**config.mk**
```make
export PLATFORM = sky130hd
export DESIGN_NAME = i2c_target
export DESIGN_NICKNAME = d
export VERILOG_FILES = /design/src/rtl/i2c_target.sv
export SDC_FILE = /design/constraint.sdc
export NUM_CORES = 1
export LEC_CHECK = 0
export BUFFER_PORTS_ARGS = -buffer_cell sky130_fd_sc_hd__buf_2
export CAP_MARGIN = 20
export CORE_ASPECT_RATIO = 1.2
export CORE_MARGIN = 5
export CORE_UTILIZATION = 58
export CTS_CLUSTER_SIZE = 30
export DETAILED_ROUTE_END_ITERATION = 12
export PLACE_DENSITY = 0.76
export SYNTH_ARGS = -nofsm -noshare
export SYNTH_HDL_FRONTEND = slang
export SYNTH_SLANG_ARGS = --single-unit
export TNS_END_PERCENT = 100
```
**constraint.sdc**
```tcl
create_clock -name clk -period 2.6 [get_ports clk]
set_clock_uncertainty 0.05 [all_clocks]
set_input_delay 0.39 -clock clk [delete_from_list [all_inputs] [get_ports clk]]
set_output_delay 0.39 -clock clk [all_outputs]
set_load 0.01 [all_outputs]
```
**src/rtl/i2c_target.sv**
```systemverilog
// I2C target endpoint: synchronises SCL/SDA, detects START/STOP, matches a 7-bit address,
// streams written bytes out on rx_* and serves read bytes fetched from tx_*.
module i2c_target #(
    parameter logic [6:0] ADDR     = 7'h42,
    parameter int         HOLD_CYC = 4
) (
    input  logic       clk,
    input  logic       rst,
    input  logic       scl_in,
    input  logic       sda_in,
    output logic       sda_oe,
    output logic [7:0] rx_data,
    output logic       rx_valid,
    input  logic [7:0] tx_data,
    output logic       tx_req,
    output logic       busy
);
    localparam int            HW        = $clog2(HOLD_CYC + 1);
    localparam logic [HW-1:0] HOLD_LOAD = HW'(HOLD_CYC);

    localparam logic [2:0] S_IDLE      = 3'd0;
    localparam logic [2:0] S_ADDR      = 3'd1;
    localparam logic [2:0] S_ADDR_ACK  = 3'd2;
    localparam logic [2:0] S_WR_BYTE   = 3'd3;
    localparam logic [2:0] S_WR_ACK    = 3'd4;
    localparam logic [2:0] S_RD_BYTE   = 3'd5;
    localparam logic [2:0] S_RD_ACK    = 3'd6;
    localparam logic [2:0] S_WAIT_STOP = 3'd7;

    logic [2:0]    scl_sync_q, scl_sync_d;
    logic [2:0]    sda_sync_q, sda_sync_d;
    logic [2:0]    state_q, state_d;
    logic [3:0]    bit_cnt_q, bit_cnt_d;
    logic [7:0]    shift_q, shift_d;
    logic          rw_q, rw_d;
    logic          sda_oe_q, sda_oe_d;
    logic          pend_q, pend_d;
    logic [HW-1:0] hold_cnt_q, hold_cnt_d;
    logic [7:0]    rx_data_q, rx_data_d;
    logic          rx_valid_q, rx_valid_d;
    logic          busy_q, busy_d;

    logic scl_s, scl_h, sda_s, sda_h;
    logic start_det, stop_det, scl_rise, scl_fall;

    always_comb begin
        scl_sync_d = {scl_sync_q[1:0], scl_in};
        sda_sync_d = {sda_sync_q[1:0], sda_in};
        scl_s      = scl_sync_q[1];
        scl_h      = scl_sync_q[2];
        sda_s      = sda_sync_q[1];
        sda_h      = sda_sync_q[2];
        start_det  = scl_s & scl_h & sda_h & ~sda_s;
        stop_det   = scl_s & scl_h & ~sda_h & sda_s;
        // A START/STOP on the same clk as an SCL edge takes precedence over the edge.
        scl_rise   = scl_s & ~scl_h & ~start_det & ~stop_det;
        scl_fall   = ~scl_s & scl_h & ~start_det & ~stop_det;
    end

    always_comb begin
        state_d    = state_q;
        bit_cnt_d  = bit_cnt_q;
        shift_d    = shift_q;
        rw_d       = rw_q;
        sda_oe_d   = sda_oe_q;
        pend_d     = pend_q;
        hold_cnt_d = hold_cnt_q;
        rx_data_d  = rx_data_q;
        rx_valid_d = 1'b0;
        busy_d     = busy_q;
        tx_req     = 1'b0;

        // Every SDA change requested at an SCL edge is applied HOLD_CYC clk later.
        if (hold_cnt_q != '0) begin
            hold_cnt_d = hold_cnt_q - HW'(1);
            if (hold_cnt_q == HW'(1)) begin
                sda_oe_d = pend_q;
            end
        end

        if (stop_det) begin
            state_d    = S_IDLE;
            bit_cnt_d  = 4'd0;
            sda_oe_d   = 1'b0;
            hold_cnt_d = '0;
            busy_d     = 1'b0;
        end else if (start_det) begin
            state_d    = S_ADDR;
            bit_cnt_d  = 4'd0;
            pend_d     = 1'b0;
            hold_cnt_d = HOLD_LOAD;
        end else begin
            case (state_q)
                S_ADDR: begin
                    if (scl_rise && bit_cnt_q < 4'd8) begin
                        shift_d   = {shift_q[6:0], sda_s};
                        bit_cnt_d = bit_cnt_q + 4'd1;
                    end else if (scl_fall && bit_cnt_q == 4'd8) begin
                        bit_cnt_d = 4'd0;
                        if (shift_q[7:1] == ADDR && shift_q[7:1] != 7'h00) begin
                            state_d    = S_ADDR_ACK;
                            rw_d       = shift_q[0];
                            busy_d     = 1'b1;
                            pend_d     = 1'b1;
                            hold_cnt_d = HOLD_LOAD;
                        end else begin
                            state_d = S_WAIT_STOP;
                            busy_d  = 1'b0;
                        end
                    end
                end
                S_ADDR_ACK: begin
                    if (scl_fall) begin
                        bit_cnt_d  = 4'd0;
                        hold_cnt_d = HOLD_LOAD;
                        if (rw_q) begin
                            tx_req  = 1'b1;
                            shift_d = tx_data;
                            pend_d  = ~tx_data[7];
                            state_d = S_RD_BYTE;
                        end else begin
                            pend_d  = 1'b0;
                            state_d = S_WR_BYTE;
                        end
                    end
                end
                S_WR_BYTE: begin
                    if (scl_rise && bit_cnt_q < 4'd8) begin
                        shift_d   = {shift_q[6:0], sda_s};
                        bit_cnt_d = bit_cnt_q + 4'd1;
                        if (bit_cnt_q == 4'd7) begin
                            rx_data_d  = {shift_q[6:0], sda_s};
                            rx_valid_d = 1'b1;
                        end
                    end else if (scl_fall && bit_cnt_q == 4'd8) begin
                        state_d    = S_WR_ACK;
                        pend_d     = 1'b1;
                        hold_cnt_d = HOLD_LOAD;
                    end
                end
                S_WR_ACK: begin
                    if (scl_fall) begin
                        state_d    = S_WR_BYTE;
                        bit_cnt_d  = 4'd0;
                        pend_d     = 1'b0;
                        hold_cnt_d = HOLD_LOAD;
                    end
                end
                S_RD_BYTE: begin
                    if (scl_fall) begin
                        hold_cnt_d = HOLD_LOAD;
                        if (bit_cnt_q == 4'd7) begin
                            state_d   = S_RD_ACK;
                            bit_cnt_d = 4'd0;
                            pend_d    = 1'b0;
                        end else begin
                            bit_cnt_d = bit_cnt_q + 4'd1;
                            shift_d   = {shift_q[6:0], 1'b0};
                            pend_d    = ~shift_q[6];
                        end
                    end
                end
                S_RD_ACK: begin
                    // bit_cnt doubles as the "initiator ACKed" flag between the rise and fall.
                    if (scl_rise) begin
                        if (sda_s) begin
                            state_d    = S_WAIT_STOP;
                            sda_oe_d   = 1'b0;
                            hold_cnt_d = '0;
                            busy_d     = 1'b0;
                        end else begin
                            bit_cnt_d = 4'd1;
                        end
                    end else if (scl_fall && bit_cnt_q == 4'd1) begin
                        tx_req     = 1'b1;
                        shift_d    = tx_data;
                        pend_d     = ~tx_data[7];
                        hold_cnt_d = HOLD_LOAD;
                        bit_cnt_d  = 4'd0;
                        state_d    = S_RD_BYTE;
                    end
                end
                default: ;
            endcase
        end
    end

    always_ff @(posedge clk) begin
        if (rst) begin
            scl_sync_q <= 3'b111;
            sda_sync_q <= 3'b111;
            state_q    <= S_IDLE;
            bit_cnt_q  <= 4'd0;
            shift_q    <= 8'h00;
            rw_q       <= 1'b0;
            sda_oe_q   <= 1'b0;
            pend_q     <= 1'b0;
            hold_cnt_q <= '0;
            rx_data_q  <= 8'h00;
            rx_valid_q <= 1'b0;
            busy_q     <= 1'b0;
        end else begin
            scl_sync_q <= scl_sync_d;
            sda_sync_q <= sda_sync_d;
            state_q    <= state_d;
            bit_cnt_q  <= bit_cnt_d;
            shift_q    <= shift_d;
            rw_q       <= rw_d;
            sda_oe_q   <= sda_oe_d;
            pend_q     <= pend_d;
            hold_cnt_q <= hold_cnt_d;
            rx_data_q  <= rx_data_d;
            rx_valid_q <= rx_valid_d;
            busy_q     <= busy_d;
        end
    end

    assign sda_oe   = sda_oe_q;
    assign rx_data  = rx_data_q;
    assign rx_valid = rx_valid_q;
    assign busy     = busy_q;

endmodule

```
==> key figures, run 1 <==
Outcome
  • Status: complete, no violations

Placed design
  • Post-placement cell count: 320
  • Hpwl dp: 3640 um
  • Final GP Congestion: 0.903
  • Pre-CTS setup slack: 0.457 ns
  • Port buffer count: 23

Global routing
  • Grt ovf: 0
  • Vias in the first global route: 1,841
  • Largest net degree at the start of global routing: 27
  • Total Routing Usage GR: 0.215
  • Number of antenna violations at the first check in global routing: 0
  • First-pass GRT wire length: 8830 um

CTS
  • CTS resizes: 0
  • Clock latency reported for the late side of the worst-skew pair: 0.29 ns
  • Hold Buf Count CTS: 0
  • Clk pin slew, worst setup/hold paths: 0.07 ns
  • Clock sinks: 37
  • CTS root buffer: clkbuf_8
  • # Post-CTS Setup Buffers: 0
  • CTS tree: built
  • H-tree Lvls: 2
  • Clock Tree Buf Depth: 2
  • TritonCTS Buffers: 5

Logic synthesis
  • Netlist cell types: between 60 and 70
  • Syn_nets: 274
  • Post-synthesis sequential area ratio: 0.332
  • Yosys warns: 0
  • Avg Cell Area, Syn: 8.72 um2
  • Synth Register Bits: 37
  • Number of synthesized flops with an enable pin: 0
  • Top_reg_cell synth: dfxtp_1
  • Mapped Area: 0.00223 mm2
  • Post-synthesis cell count: 256
  • Ys async rst share: 0

Route
  • Final WL: 5050 um
  • Final ANT Viol Nets: 0
  • DR vias/cell: 5.87
  • Residual DRC: 0
  • Vias: ~1,900
  • DRT iter0 DRCs: between 100 and 150
  • First-pass iteration count of the detailed router: 4
  • WL/cell: 15.4 um

STA
  • Final period utilization: 0.866
  • Setup violations, final: 0
  • Max Freq: about 440 MHz
  • Final WS setup: approximately 0.35 ns
  • Slew Limit Fails: 0
  • Worst Tran Pin Value: 0.641 ns
  • TNS Setup: 0 ns
  • Worst-case hold slack: 0.228 ns
  • Post-layout minimum cycle time: 2.25 ns
  • RSZ-0062 raised after global routing: no
  • Final hold vios: 0
  • Slew margin rel.: 0.572

Power and ir drop
  • Comb power frac: 0.305
  • Share of total power in sequential cells: 0.374
  • Static Leakage: 1.06 nW
  • Clk network pwr share: 0.321
  • Sw Ratio: 0.326
  • Pwr/cell area: 764 mW/mm2
  • VDD IR max: roughly 0.43 mV
  • Net Sw Power: between 600 and 700 uW
  • Int Power: around 1.3 mW

Floorplanning
  • Die width: 66.6 um
  • Die Y: between 70 and 80 um
  • Top Ports: 24
  • FP Rows: 24
  • Initial Util: 0.609
  • Full die area: 0.00519 mm2
  • Total core area: 0.00366 mm2

Critical path
  • CP max stage delay: 0.40 ns
  • Top delay family on crit path: simple AND/OR/NAND/NOR gates
  • Worst Path Arrival: about 1.8 ns
  • Critical path capture point type: primary output
  • CP Max Fanout: 6
  • Worst-path cell chain: ha_1 -> nand4bb_1 -> nor2_1 -> a22oi_1 -> nor2_1 -> buf_2
  • Buf/Inv on CP: 1
  • Element type at the critical path start: register
  • Slowest CP cell: dfxtp_1
  • CP most frequent cell: nor2_1
  • CP Class: register to primary output
  • CP required: 2.16 ns

Cells and area
  • Area growth syn-to-layout: 10.1%
  • Fin util: 0.671
  • Number of diodes: 0
  • Layout cells sized above 1: 0.214
  • Finished Layout Cells: 328
  • Nets@finish: 293

Flow run
  • Max cap viols: 0

Hold path
  • Hold WC Path Type: input port to register
==> flip-flops by register name, indices dropped and copies added, names as in the netlist <==
signal and cells:
state_q 3, rw_q 1, busy 1, scl_sync_q 3, rx_data 8, bit_cnt_q 4, shift_q 8, hold_cnt_q 3
pend_q 1, sda_oe 1, rx_valid 1, sda_sync_q 3
==> metrics by stage <==
stage / power (mW) / instance area (um2)
6_report: 1.88 / 2460
5_1_grt: 2.00 / 2460
4_1_cts: 1.88 / 2460
3_5_place_dp: 1.27 / 2320
3_3_place_gp: 1.26 / 2320
2_1_floorplan: 1.18 / 2230
==> cell type report <==
class | count | area [um2]
multi-input combinational | 195 | 1330
clock inverter | 3 | 68.8
timing repair buffer | 28 | 153
fill | 328 | 1210
inverter | 8 | 30.0
clock buffer | 5 | 68.8
sequential | 37 | 741
tap | 52 | 65.1
==> placed cells by master (no fill, tap or decap), drive strengths merged, types with 3 or more instances in the layout <==
cell    netlist  final
buf           8     28
nor2         26     26
o221ai        3      3
nor3          5      5
o21ai        16     16
nand2b        4      4
or2           8      8
nand3         7      7
nand2        17     17
o311ai        3      3
mux2i        18     18
and2b         3      3
clkbuf        8      5
dfxtp        37     37
ha            6      6
nand3b        4      4
or3           9      9
a21oi        17     17
nor2b         3      3
o21a          3      3
inv           8      9
==> worst register-to-register path, stage by stage (launching register included) <==
cell	delay, ns
dfxtp_1	0.74
and2b_4	0.27
o21ai_0	0.09
a311o_1	0.45
or3_1	0.40
a21oi_1	0.14
==> synthesized netlist by cell type, drive strengths merged (4+ instances only) <==
cell / n / area (um2)
nand3b: 4 / 30.0
o21ai: 16 / 83.8
mux2i: 18 / 180
nand3: 7 / 35.0
or3: 9 / 56.3
clkbuf: 8 / 53.8
a21oi: 17 / 88.8
nor2: 26 / 100
nor3: 5 / 25.0
inv: 8 / 30.0
ha: 6 / 75.1
buf: 8 / 76.3
or2: 8 / 50.1
dfxtp: 37 / 741
nand2b: 4 / 25.0
nand2: 17 / 66.3
==> power groups by stage <==
| stage | clock network (mW) | logic, mW | registers, mW |
|---|---|---|---|
| finish | 0.603 | 0.572 | 0.701 |
| global route | 0.647 | 0.637 | 0.714 |
| CTS | 0.617 | 0.565 | 0.699 |
| detailed placement | 0 | 0.554 | 0.713 |
| global placement | 0 | 0.554 | 0.711 |
| floorplan | 0 | 0.519 | 0.659 |
==> metal layers <==
layer  vias up  share of wire  global-route usage
met4         0          0.032              0.0915
met2        70           0.48               0.344
li1        969              -                   -
met3        14          0.057              0.0535
met1       872           0.43               0.270
met5         -              0                   0
==> worst paths after layout <==
check	slack, ns	end	cells after the start	start
worst min register to register	0.36	sda_sync_q[1]$_SDFF_PP1_	1	sda_sync_q[0]$_SDFF_PP1_
worst min-delay path	0.23	scl_sync_q[0]$_SDFF_PP1_	2	scl_in
worst max-delay path	0.35	tx_req	6	bit_cnt_q[0]$_SDFFE_PP0P_
worst max register to register	0.39	shift_q[3]$_SDFFE_PP0P_	5	state_q[1]$_SDFFE_PP0P_
==> kinds of logic (layout without fill, tap and decap cells) <==
| group | after synthesis | after routing | synth area share |
|---|---|---|---|
| muxes | 19 | 19 | 0.0858 |
| buffers and inverters | 24 | 44 | 0.0718 |
| DFF | 37 | 37 | 0.332 |
| AOI/OAI and AO/OA | 65 | 65 | 0.207 |
| and+or+nand+nor | 103 | 103 | 0.262 |
| xor gates and xnor gates | 2 | 2 | 0.00785 |
| adders and majority gates | 6 | 6 | 0.0336 |
(Power assumes the default switching activity.)
==> run 2, diff against run 1 <==
Settings changed: CORE_UTILIZATION 58 to 50, PLACE_DENSITY 0.76 to 0.67.
==> run 2 against run 1 <==
Effect of this change:
- utilization shrank 10 points
- register-to-register slack barely moved
- combinational power is 1% higher
- die area increased by 14%
- sequential share of layout area rose by 0.22 points
- worst setup slack improved by 0.0052 ns
- critical path depth stayed put
- via count grew 2.1%
- maximum frequency up 0.23%
- power shrank 4.6%
- cell count rose by 1.2%
- count of clock-buffer cells in the layout unchanged
- largest power group unchanged
- highest routed layer unchanged
==> key figures, run 2 (synthesized netlist as in run 1, its figures left out) <==
Critical path
  • Critical path capture point type: primary output
  • Reg2reg path depth: 5 (unchanged)
  • CP required: 2.16 ns (about the same)
  • Worst Path Arrival: 1.81 ns (about the same)
  • R2R setup slack: 0.39 ns (about the same)
  • Reg2Reg Capture Point: shift_q[5]$_SDFFE_PP0P_
  • Top delay family on crit path: simple AND/OR/NAND/NOR gates
  • CP Class: register to primary output
  • CP most frequent cell: nor2_1
  • Worst-path cell chain: ha_1 -> nand4bb_1 -> nor2_1 -> a22oi_1 -> nor2_1 -> buf_2
  • Element type at the critical path start: register
  • Buf/Inv on CP: 1 (unchanged)
  • CP max stage delay: 0.41 ns (about the same)
  • CP Max Fanout: 6 (unchanged)
  • FF-to-FF Start: scl_sync_q[1]$_SDFF_PP1_
  • Slowest CP cell: dfxtp_1

Hold path
  • Hold Path Depth: 2 (unchanged)
  • Worst hold endpoint: sda_sync_q[0]$_SDFF_PP1_
  • Worst hold start: sda_in
  • Hold WC Path Type: input port to register

CTS
  • CTS root buffer: clkbuf_8
  • Clock Tree Buf Depth: 2 (unchanged)
  • CTS tree: built
  • TritonCTS Buffers: 5 (unchanged)
  • Clock sinks: 37 (unchanged)
  • Clk pin slew, worst setup/hold paths: 0.08 ns (about the same)
  • CTS resizes: 0 (unchanged)
  • Hold Buf Count CTS: 0 (unchanged)
  • H-tree Lvls: 2 (unchanged)
  • # Post-CTS Setup Buffers: 0 (unchanged)
  • Clock latency reported for the late side of the worst-skew pair: 0.29 ns (about the same)

Floorplanning
  • FP Rows: 26 (+8.3%)
  • Die Y: 83.2 um (+6.7%)
  • Die width: 71.0 um (+6.6%)
  • Top Ports: 24 (unchanged)
  • Initial Util: 0.520 (-0.0895)
  • Total core area: 0.00429 mm2 (+17%)
  • Full die area: 0.00591 mm2 (+14%)

STA
  • Slew margin rel.: 0.611 (+0.0392)
  • RSZ-0062 raised after global routing: no
  • Final WS setup: 0.354 ns (+0.00516 ns)
  • Max Freq: 445 MHz (+0.23%)
  • Worst Tran Pin Value: 0.583 ns (-0.0587 ns)
  • Slew Limit Fails: 0 (unchanged)
  • TNS Setup: 0 ns (unchanged)
  • Setup violations, final: 0 (unchanged)
  • Final hold vios: 0 (unchanged)
  • Post-layout minimum cycle time: 2.25 ns (-0.00516 ns)
  • Final period utilization: 0.864 (-0.00199)

Power and ir drop
  • VDD IR max: 0.511 mV (+20%)
  • Static Leakage: 1.05 nW (-1.2%)
  • Pwr/cell area: 734 mW/mm2 (-3.9%)
  • Net Sw Power: 622 uW (+1.6%)
  • Sw Ratio: 0.347 (+0.0210)
  • Share of total power in sequential cells: 0.389 (+0.015)
  • Clk network pwr share: 0.287 (-0.034)
  • Comb power frac: 0.324 (+0.019)
  • Int Power: 1.17 mW (-7.6%)

Cells and area
  • Area of the multi-input gates: 0.00133 mm2 (unchanged)
  • Filler Cell Count: 411 (+25%)
  • Seq. cell area: 741 um2 (unchanged)
  • Nets@finish: 293 (unchanged)
  • Commonest non-fill, non-tap cell in the layout: dfxtp_1
  • Commonest non-fill, non-tap cells in the layout: dfxtp_1 (37), nor2_1 (25), buf_2 (23)
  • Layout cells sized above 1: 0.214 (unchanged)
  • Finished Layout Cells: 332 (+1.2%)
  • Number of diodes: 0 (unchanged)
  • Area growth syn-to-layout: 9.30%

Placed design
  • Port buffer count: 23 (unchanged)
  • Post-placement cell count: 324 (+1.3%)
  • Pre-CTS setup slack: 0.428 ns (-0.0288 ns)
  • Final GP Congestion: 0.891 (-1.4%)
  • Hpwl dp: 3790 um (+4.0%)

Global routing
  • Largest net degree at the start of global routing: 27 (unchanged)
  • Number of antenna violations at the first check in global routing: 0 (unchanged)
  • Vias in the first global route: 1,835 (-0.33%)
  • Total Routing Usage GR: 0.184 (-0.0305)
  • First-pass GRT wire length: 8870 um (+0.46%)
  • Grt ovf: 0 (unchanged)

Route
  • WL/cell: 15.7 um (+1.9%)
  • First-pass iteration count of the detailed router: 4 (unchanged)
  • Residual DRC: 0 (unchanged)
  • Vias: 1,965 (+2.1%)
  • DRT iter0 DRCs: 133 (unchanged)
  • Final ANT Viol Nets: 0 (unchanged)
  • Final WL: 5210 um (+3.1%)
  • DR vias/cell: 5.92 (+0.85%)

Outcome
  • Status: complete, no violations

Flow run
  • Max cap viols: 0 (unchanged)
-- run 2: cell count changes in the layout (fill, tap and decap cells not counted) --
cell	previous run	this run
inv_6	1	0
clkinvlp_4	0	1
bufinv_16	2	1
clkinv_4	0	1
-- run 2: how the worst max path moves through the flow --
stage | start | endpoint | slack [ns] | depth (start not counted)
6_report | bit_cnt_q[0]$_SDFFE_PP0P_ | tx_req | 0.35 | 6
5_1_grt | scl_sync_q[1]$_SDFF_PP1_ | shift_q[7]$_SDFFE_PP0P_ | 0.22 | 5
4_1_cts | bit_cnt_q[0]$_SDFFE_PP0P_ | tx_req | 0.36 | 6
3_5_place_dp | scl_sync_q[1]$_SDFF_PP1_ | shift_q[5]$_SDFFE_PP0P_ | 0.43 | 5
3_3_place_gp | scl_sync_q[1]$_SDFF_PP1_ | shift_q[5]$_SDFFE_PP0P_ | 0.51 | 5
2_1_floorplan | bit_cnt_q[0]$_SDFFE_PP0P_ | shift_q[6]$_SDFFE_PP0P_ | 0.72 | 8
-- run 2: metrics by stage --
stage	hold slack, ns	total power [mW]	utilization	instance area, um2
5_1_grt	0.220	1.91	0.568	2440
2_1_floorplan	0.339	1.18	-	2230
3_3_place_gp	0.341	1.28	0.541	2320
3_5_place_dp	0.350	1.28	0.541	2320
4_1_cts	0.217	1.79	0.568	2440
6_report	0.224	1.79	0.568	2440
-- run 2: power groups by stage --
stage               sequential, mW  clock, mW  combinational [mW]
floorplan                    0.659          0               0.519
global placement             0.709          0               0.568
detailed placement           0.708          0               0.570
CTS                          0.695      0.525               0.574
global route                 0.705      0.549               0.651
finish                       0.697      0.514               0.579
-- run 2: routing by layer --
metal	part of all wire	track usage
met1	0.45	0.232
met2	0.47	0.294
met3	0.056	0.0435
met4	0.031	0.0855
met5	0	0
-- run 2: cell type report --
cell class	count	share of cell area
Clock buffer	5	0.0282
Clock inverter	3	0.0190
Inverter	8	0.0123
Multi-Input combinational cell	195	0.546
Sequential cell	37	0.304
Tap cell	56	0.0287
Timing Repair Buffer	28	0.0626
